## config.mk

```make
export PLATFORM = sky130hd
export DESIGN_NAME = epd_frame_sequencer
export DESIGN_NICKNAME = d
export VERILOG_FILES = /design/src/rtl/epd_frame_sequencer.sv
export SDC_FILE = /design/constraint.sdc
export NUM_CORES = 1
export LEC_CHECK = 0
export ABC_AREA = 1
export BUFFER_PORTS_ARGS = -buffer_cell sky130_fd_sc_hd__buf_2
export CAP_MARGIN = 20
export CORE_MARGIN = 5
export CORE_UTILIZATION = 57
export CTS_BUF_LIST = sky130_fd_sc_hd__clkbuf_8 sky130_fd_sc_hd__clkbuf_16
export DETAILED_ROUTE_END_ITERATION = 6
export PLACE_DENSITY = 0.9
export SYNTH_ARGS = -nofsm -noshare
export SYNTH_HDL_FRONTEND = slang
export SYNTH_SLANG_ARGS = --single-unit
```

## constraint.sdc

```tcl
create_clock -name clk -period 3 [get_ports clk]
set_clock_uncertainty 0.1 [all_clocks]
set_input_delay 0.45 -clock clk [delete_from_list [all_inputs] [get_ports clk]]
set_output_delay 0.45 -clock clk [all_outputs]
set_load 0.05 [all_outputs]
```

## src/rtl/epd_frame_sequencer.sv

```systemverilog
// Purpose: e-paper panel timing sequencer; per frame a 4-cycle SPV/CKV start, then per row shift, latch and gate pulse.
// Latency: all panel/status outputs are registered, one cycle behind the edge that decides them.
// Backpressure: pix_ready only in LDATA between cl pulses (max one byte per 2 cycles); stalls indefinitely on pix_valid=0.
module epd_frame_sequencer #(
  parameter int LINE_BYTES = 200,
  parameter int ROWS       = 600,
  parameter int LE_CYCLES  = 2,
  parameter int CKV_ON     = 50
) (
  input  logic       clk,
  input  logic       rst,
  input  logic       start,
  input  logic       abort,
  input  logic [7:0] frames,
  input  logic [7:0] pix_data,
  input  logic       pix_valid,
  output logic       pix_ready,
  output logic       ckv,
  output logic       spv,
  output logic       le,
  output logic       sph,
  output logic       cl,
  output logic [7:0] d,
  output logic       busy,
  output logic       done,
  output logic [9:0] row,
  output logic [7:0] frame
);

  localparam logic [2:0] S_IDLE     = 3'd0;
  localparam logic [2:0] S_FSTART   = 3'd1;
  localparam logic [2:0] S_LDATA    = 3'd2;
  localparam logic [2:0] S_LATCH    = 3'd3;
  localparam logic [2:0] S_GATE_ON  = 3'd4;
  localparam logic [2:0] S_GATE_OFF = 3'd5;
  localparam logic [2:0] S_FEND     = 3'd6;

  localparam int CW   = $clog2(LINE_BYTES + 1);
  localparam int TMAX = (CKV_ON > LE_CYCLES) ? ((CKV_ON > 4) ? CKV_ON : 4)
                                             : ((LE_CYCLES > 4) ? LE_CYCLES : 4);
  localparam int TW   = $clog2(TMAX + 1);

  localparam logic [CW-1:0] CNT_LAST   = CW'(LINE_BYTES);
  localparam logic [TW-1:0] T_FS_LAST  = TW'(3);
  localparam logic [TW-1:0] T_LE_LAST  = TW'(LE_CYCLES - 1);
  localparam logic [TW-1:0] T_ON_LAST  = TW'(CKV_ON - 1);
  localparam logic [TW-1:0] T_OFF_LAST = TW'(1);
  localparam logic [9:0]    ROW_LAST   = 10'(ROWS - 1);

  logic [2:0]    state_q, state_d;
  logic [TW-1:0] tmr_q, tmr_d;
  logic [CW-1:0] cnt_q, cnt_d;
  logic [9:0]    row_q, row_d;
  logic [7:0]    frame_q, frame_d;
  logic [7:0]    nfr_q, nfr_d;
  logic [7:0]    d_q, d_d;
  logic          cl_q, cl_d;
  logic          ckv_q, ckv_d;
  logic          spv_q, spv_d;
  logic          le_q, le_d;
  logic          sph_q, sph_d;
  logic          busy_q, busy_d;
  logic          done_q, done_d;
  logic          accept;

  // Ready comes from registered state only: open in LDATA while no cl pulse is in flight and the row is short.
  assign pix_ready = (state_q == S_LDATA) && !cl_q && (cnt_q < CNT_LAST);
  assign accept    = pix_valid && pix_ready;

  // Next-state, counters, and output levels decoded from the next state so every output is a flop.
  always_comb begin
    state_d = state_q;
    tmr_d   = tmr_q + TW'(1);
    cnt_d   = cnt_q;
    row_d   = row_q;
    frame_d = frame_q;
    nfr_d   = nfr_q;
    d_d     = d_q;
    cl_d    = 1'b0;
    done_d  = 1'b0;

    case (state_q)
      S_IDLE: begin
        tmr_d = '0;
        if (start && !abort) begin
          if (frames != 8'd0) begin
            nfr_d   = frames;
            state_d = S_FSTART;
          end else begin
            done_d = 1'b1;
          end
        end
      end
      S_FSTART: begin
        if (tmr_q == T_FS_LAST) begin
          state_d = S_LDATA;
          tmr_d   = '0;
          cnt_d   = '0;
          row_d   = '0;
        end
      end
      S_LDATA: begin
        tmr_d = '0;
        if (accept) begin
          d_d   = pix_data;
          cl_d  = 1'b1;
          cnt_d = cnt_q + CW'(1);
        end
        // Leave on the cycle after the last cl high pulse.
        if (cl_q && (cnt_q == CNT_LAST)) begin
          state_d = S_LATCH;
        end
      end
      S_LATCH: begin
        if (tmr_q == T_LE_LAST) begin
          state_d = S_GATE_ON;
          tmr_d   = '0;
        end
      end
      S_GATE_ON: begin
        if (tmr_q == T_ON_LAST) begin
          state_d = S_GATE_OFF;
          tmr_d   = '0;
        end
      end
      S_GATE_OFF: begin
        if (tmr_q == T_OFF_LAST) begin
          tmr_d = '0;
          if (row_q < ROW_LAST) begin
            row_d   = row_q + 10'd1;
            cnt_d   = '0;
            state_d = S_LDATA;
          end else begin
            state_d = S_FEND;
          end
        end
      end
      S_FEND: begin
        tmr_d = '0;
        if (({1'b0, frame_q} + 9'd1) < {1'b0, nfr_q}) begin
          frame_d = frame_q + 8'd1;
          row_d   = '0;
          state_d = S_FSTART;
        end else begin
          done_d  = 1'b1;
          state_d = S_IDLE;
        end
      end
      default: state_d = S_IDLE;
    endcase

    // Abort wins over everything, including a byte accepted in the same cycle.
    if (abort && (state_q != S_IDLE)) begin
      state_d = S_IDLE;
      done_d  = 1'b0;
    end

    if (state_d == S_IDLE) begin
      tmr_d   = '0;
      cnt_d   = '0;
      row_d   = '0;
      frame_d = '0;
      d_d     = '0;
      cl_d    = 1'b0;
    end

    ckv_d  = ((state_d == S_FSTART) && tmr_d[0]) || (state_d == S_GATE_ON);
    spv_d  = !((state_d == S_FSTART) && (tmr_d < TW'(2)));
    le_d   = (state_d == S_LATCH);
    sph_d  = (state_d != S_LDATA);
    busy_d = (state_d != S_IDLE);
  end

  // State and output registers; reset forces idle levels without waiting for a clock.
  always_ff @(posedge clk or posedge rst) begin
    if (rst) begin
      state_q <= S_IDLE;
      tmr_q   <= '0;
      cnt_q   <= '0;
      row_q   <= '0;
      frame_q <= '0;
      nfr_q   <= '0;
      d_q     <= '0;
      cl_q    <= 1'b0;
      ckv_q   <= 1'b0;
      spv_q   <= 1'b1;
      le_q    <= 1'b0;
      sph_q   <= 1'b1;
      busy_q  <= 1'b0;
      done_q  <= 1'b0;
    end else begin
      state_q <= state_d;
      tmr_q   <= tmr_d;
      cnt_q   <= cnt_d;
      row_q   <= row_d;
      frame_q <= frame_d;
      nfr_q   <= nfr_d;
      d_q     <= d_d;
      cl_q    <= cl_d;
      ckv_q   <= ckv_d;
      spv_q   <= spv_d;
      le_q    <= le_d;
      sph_q   <= sph_d;
      busy_q  <= busy_d;
      done_q  <= done_d;
    end
  end

  assign ckv   = ckv_q;
  assign spv   = spv_q;
  assign le    = le_q;
  assign sph   = sph_q;
  assign cl    = cl_q;
  assign d     = d_q;
  assign busy  = busy_q;
  assign done  = done_q;
  assign row   = row_q;
  assign frame = frame_q;

endmodule

```

-- Word level (Yosys, flattened, before mapping)
Index checks and enable logic that the tools add are counted.
- logic and storage cells: 114
- output and inout bits: 34
- bits in registers: 58
- bits of input ports: 21
- add/sub/neg operators: 5
- reductions and logical operators: 30
- $lt $le $gt $ge: 4
- multiplexer cells: 42
- equality and inequality tests: 19
- operators with widths (cell ; count):
    8-bit 2-to-1 mux ; 11
    10-bit 2-to-1 mux ; 5
    10-bit one-hot mux with 3 select lines ; 1
    3-bit 2-to-1 mux ; 9
    6-bit 2-to-1 mux ; 4
    6-bit one-hot mux with 4 select lines ; 1
    8-bit one-hot mux with 3 select lines ; 1
    3-bit one-hot mux with 7 select lines ; 1
    8-bit by 1-bit adder with 8-bit output (second input constant) ; 2
    3-bit equality test (second input constant) ; 4
    3-bit inequality test (second input constant) ; 4
    10-bit by 1-bit adder with 10-bit output (second input constant) ; 1
    10-bit less-than comparator (second input constant) ; 1
    5-bit AND reduction ; 2
    8-bit by 1-bit adder with 9-bit output (second input constant) ; 1
    3-bit by 2-bit equality test with 1-bit output (second input constant) ; 3
    9-bit by 8-bit less-than comparator with 1-bit output ; 1
    8-bit equality test (second input constant) ; 1
    1-bit logical AND ; 8
    8-bit less-than comparator (second input constant) ; 1
    1-bit 2-to-1 mux ; 8
    2-bit nonzero test ; 4
    4-bit nonzero test ; 2
    8-bit nonzero test ; 1
    other kinds (16) ; 23

-- Logic depth before layout (Yosys ltp)
- depth in word-level cells: 10
- gate-level depth with buffers: 17
- mapped depth without buffers: 17

-- Least setup slack after synthesis
Ideal clock, no wire load.
- path kind: register to register
- start: reg frame_q[0], in the netlist frame[0]
- end: reg tmr_q[4]
- setup slack: 0.242 ns
- required time: 2.761 ns
- arrival time: 2.520 ns
- buffers on the path: 1
- stages on the path, launching flop included: 18
- cells stage by stage: dfrtp_1 -> ha_1 -> nand2_1 -> inv_1 -> nand3_1 -> xnor2_1 -> ha_1 -> nand3_1 -> and2_1 -> o21ai_0 -> inv_1 -> nand3_4 -> nand2_2 -> nand2_4 -> nand2_4 -> inv_2 -> buf_6 -> nor3_2
- cells in the longest elaborated chain, start to end: 7
- ends and longest elaborated chain (element ; line ; text):
    start: declaration ; 54 ; logic [7:0] frame_q, frame_d;
    start signal: assignment ; 196 ; frame_q <= frame_d;
    8-bit by 1-bit adder with 9-bit output ; 140 ; if (({1'b0, frame_q} + 9'd1) < {1'b0, nfr_q}) begin
    9-bit by 8-bit less-than comparator with 1-bit output ; 140 ;
    1-bit 2-to-1 mux ; 140 ;
    3-bit one-hot mux with 7 select lines ; 82 ; case (state_q)
    3-bit 2-to-1 mux ; 153 ; if (abort && (state_q != S_IDLE)) begin
    3-bit logical NOT ; 158 ; if (state_d == S_IDLE) begin
    6-bit 2-to-1 mux ; 158 ;
    named net tmr_d[4] ; 51 ; logic [TW-1:0] tmr_q, tmr_d;
    end signal: assignment ; 193 ; tmr_q <= tmr_d;
    end: declaration ; 51 ;
The timed path passes the listed nets, and every way through them passes these cells.
A chain may end at the register's enable or synchronous reset.

-- Worst setup path in the final report
- start: reg frame_q[2], in the netlist frame[2]
- end: reg row_q[3], in the netlist row[3]
- cells in the longest elaborated chain, start to end: 8
- elaborated cells between the ends (all ways): 13
- ends and longest elaborated chain (element ; line ; text):
    8-bit by 1-bit adder with 9-bit output (*) ; 140 ;
    9-bit by 8-bit less-than comparator with 1-bit output (*) ; 140 ;
    1-bit 2-to-1 mux ; 140 ;
    3-bit one-hot mux with 7 select lines ; 82 ;
    3-bit 2-to-1 mux ; 153 ;
    3-bit logical NOT ; 158 ;
    3-bit inequality test (no source line) or 4-bit nonzero test (tied branches) ; -- ;
    5-bit AND reduction (no source line) ; -- ;
    end signal: assignment ; 195 ; row_q <= row_d;
    end: declaration ; 53 ; logic [9:0] row_q, row_d;
Mark *: on every way between the ends. The rest lies on a longest branch, timed or not.

==> impl_metrics.py <==
metrics = {
    "yosys": {
        "synth_nets": 475,
        "ys_types": 37,
        "async_flop_share_pct": 100,
        "yosysSeqAreaShare_pct": 42.3,
        "yosys-top-cells-area": "dfrtp_1, nand2_1, inv_1",
        "synth.most_common_cell": "nand2_1",
        "avgSynthCellArea_um2": 7.79,
        "yosys_most_used_dff": "dfrtp_1",
        "synth.yosys.warnings": 0,
        "yosysTopAreaCellShare_pct": 40.8,
        "yosys.area.top_type": "dfrtp_1",
        "yosys_register_bits": 58,
        "netlist_instances": 441,
        "synth_enable_flop_cells": 0,
        "synth_common_cells": "nand2_1, inv_1, dfrtp_1",
        "synth_area_um2": 3430,
    },
    "cts": {
        "hold_buffers": 0,
        "h-tree-depth": 3,
        "clock-sinks": 58,
        "clkTransAtPathRegs_ns": 0.06,
        "clock_latency_ns": 0.34,
        "cts_buffers": 9,
        "clock_path_buffers": 2,
        "root_buffer": "clkbuf_8",
        "cts_tree": "built",
    },
    "setup_path": {
        "crit_required_ns": 3.17,
        "critPathMaxFanout": 30,
        "critPathArrivalTime_ns": 2.89,
        "cp-startpoint": "frame[2]",
        "cp_slowest_cell": "dfrtp_1",
        "crit_type": "reg -> reg",
        "crit_path_cell_trace": "nand3_1 > nor2_1 > nand3_1 > xnor2_2 > ha_1 > a21oi_1 > and2_1 > o21ai_0 > inv_1 > nand3_4 > nand2_2 > nand2_4 > nand2_4 > buf_12 > nand2_1 > nor2_1",
        "cp_slowest_stage_delay_ns": 0.42,
        "critPathLaunchType": "flop",
        "end_kind": "flop",
        "rrSetupSlack_ns": 0.28,
        "timing.rr.start": "frame[2]",
    },
    "route": {
        "wl_mm": 7.64,
        "wl_per_cell_um": 13.2,
        "viasPerCell": 5.24,
        "final_antenna_net_count": 0,
        "via_count": 3037,
        "drc": 0,
        "drt_iter0_drc": 225,
        "first_pass_iters": 4,
    },
    "global_routing": {
        "grt_max_degree": 59,
        "grt_usage_pct": 22.3,
        "grt_first_pass_wirelength_mm": 13.4,
        "grt_pass1_vias": 3011,
        "grt_overflow": 0,
        "antenna_found_initial": 0,
    },
    "final_layout": {
        "post-route-util_pct": 67.8,
        "final_nets": 534,
        "area_delta_synth_final_pct": 16.3,
        "fillers": 477,
        "antenna_cells": 0,
        "fin_area_um2": 3990,
        "layout-drive-gt1-share_pct": 23.4,
    },
    "placement": {
        "gp_congestion": 0.898,
        "dp.final_hpwl_mm": 5.55,
        "placed_cell_area_um2": 3760,
        "port_buffers": 54,
    },
    "timing": {
        "rsz0062_at_grt": "no",
        "fin_crit_sh_pct": 90.7,
        "setup_tns_ns": 0,
        "hold_violations": 0,
        "setup_violations": 0,
        "period_needed_ns": 2.72,
        "worst_pin_slew_ns": 0.710,
        "fmax_mhz": 368,
        "relSlewSlack_pct": 52.7,
        "report.final.slew_viol_count": 0,
    },
    "outcome": {
        "status": "finished, final reports clean",
    },
    "floorplanning": {
        "fp.coreArea_um2": 5890,
        "die_h_um": 87.6,
        "num_rows": 28,
        "io_pins": 55,
        "die_width_um": 87.6,
        "die_area_um2": 7680,
        "start_util_pct": 58.3,
    },
    "power_and_ir_drop": {
        "irDropWorstVdd_mv": 0.471,
        "power_density_nw_per_um2": 662,
        "p_leak_uw": 0.00216,
    },
    "min_path": {
        "hp-class": "in -> async",
    },
    "flow_run": {
        "drv_cap": 0,
    },
}
==> logic make-up (layout without fill, tap and decap cells) <==
family	Yosys count	after routing	synth area share, %
and+or+nand+nor	224	224	29.6
buffers and inverters	79	143	9.69
DFF	58	58	42.3
AOI/OAI and AO/OA	52	52	9.77
xor gates and xnor gates	15	15	3.83
adders and majority gates	13	13	4.74
==> through the flow <==
step | cells | power, uW | hold WS (ns) | setup slack, ns
floorplan | 441 | 1680 | 0.353 | 0.242
global placement | 564 | 1810 | 0.369 | 0.368
detailed placement | 564 | 1830 | 0.380 | 0.243
CTS | 580 | 2640 | 0.233 | 0.235
global route | 580 | 2790 | 0.259 | 0.0214
finish | 580 | 2640 | 0.203 | 0.279
==> flip-flops by register name, summed over array words and instances (netlist names), 3 cells and up <==
| register | cells |
|---|---|
| cnt_q | 8 |
| nfr_q | 8 |
| state_q | 3 |
| frame | 8 |
| row | 10 |
| tmr_q | 6 |
| d | 8 |
==> cell usage in the layout (no fill, tap or decap), types with 2 or more instances in the layout <==
master and n:
nand2_4 3, o21ai_1 4, a21oi_2 9, o21ai_0 15, nand2_1 101, nand4_1 3, dfstp_2 2, o21ai_2 2
nor3_2 5, inv_2 9, a21oi_1 12, nand3_1 41, nor2_2 3, nand2_2 7, inv_1 62, xnor2_1 4
and2_1 2, clkbuf_8 10, clkinv_2 2, dfrtp_1 55, ha_1 13, xor2_1 10, bufinv_16 2, a22oi_1 5
buf_2 54, nor2_1 53
==> layer usage <==
metal  part of all wire [%]  routed length, um  vias to the layer above  GRT usage [%]
met5                      0                  0                        -              0
met4                    1.9                147                        0           8.93
met3                    5.8                446                       16           4.61
met2                     50               3790                       85           37.9
met1                     43               3250                     1432           27.9
li1                       -                  -                     1504              -
==> path summary, 6_finish.rpt <==
path | end | cells after the start
worst max register to register | row[3] | 16
min in group clk | d[2] | 3
worst min-delay path | nfr_q[3] | 3
worst min register to register | nfr_q[4] | 2
max in group asynchronous | frame[0] | 3
worst max-delay path | row[3] | 16
==> critical path, delay by kind of cell, from the launching register on <==
kind                     cells  cell delay [ns]
XOR/XNOR                     1             0.17
AND/OR/NAND/NOR             10             1.12
flip-flops                   1             0.42
buffers and inverters        2             0.29
adder cells (fa/ha/maj)      1             0.31
AO/OA/AOI/OAI                2             0.21
==> layout make-up <==
cell class	count	area (um^2)	share of cell area, %
Clock inverter	6	81.3	2.04
Tap cell	75	93.8	2.35
Multi-Input combinational cell	304	1660	41.5
Inverter	71	269	6.74
Sequential cell	58	1460	36.5
Timing Repair Buffer	56	298	7.46
Clock buffer	10	138	3.45
==> where the power goes <==
| group | switching (uW) | internal [uW] | leakage [uW] |
|---|---|---|---|
| logic | 652 | 256 | 0.00127 |
| clock network | 311 | 484 | 0.000113 |
| registers | 63.5 | 874 | 0.000785 |
==> what timing repair did <==
item                       4_1_cts  5_1_grt
setup endpoints to repair        0       28
setup buffers                    0        0
resized for setup                0        5
(Power assumes the default switching activity.)
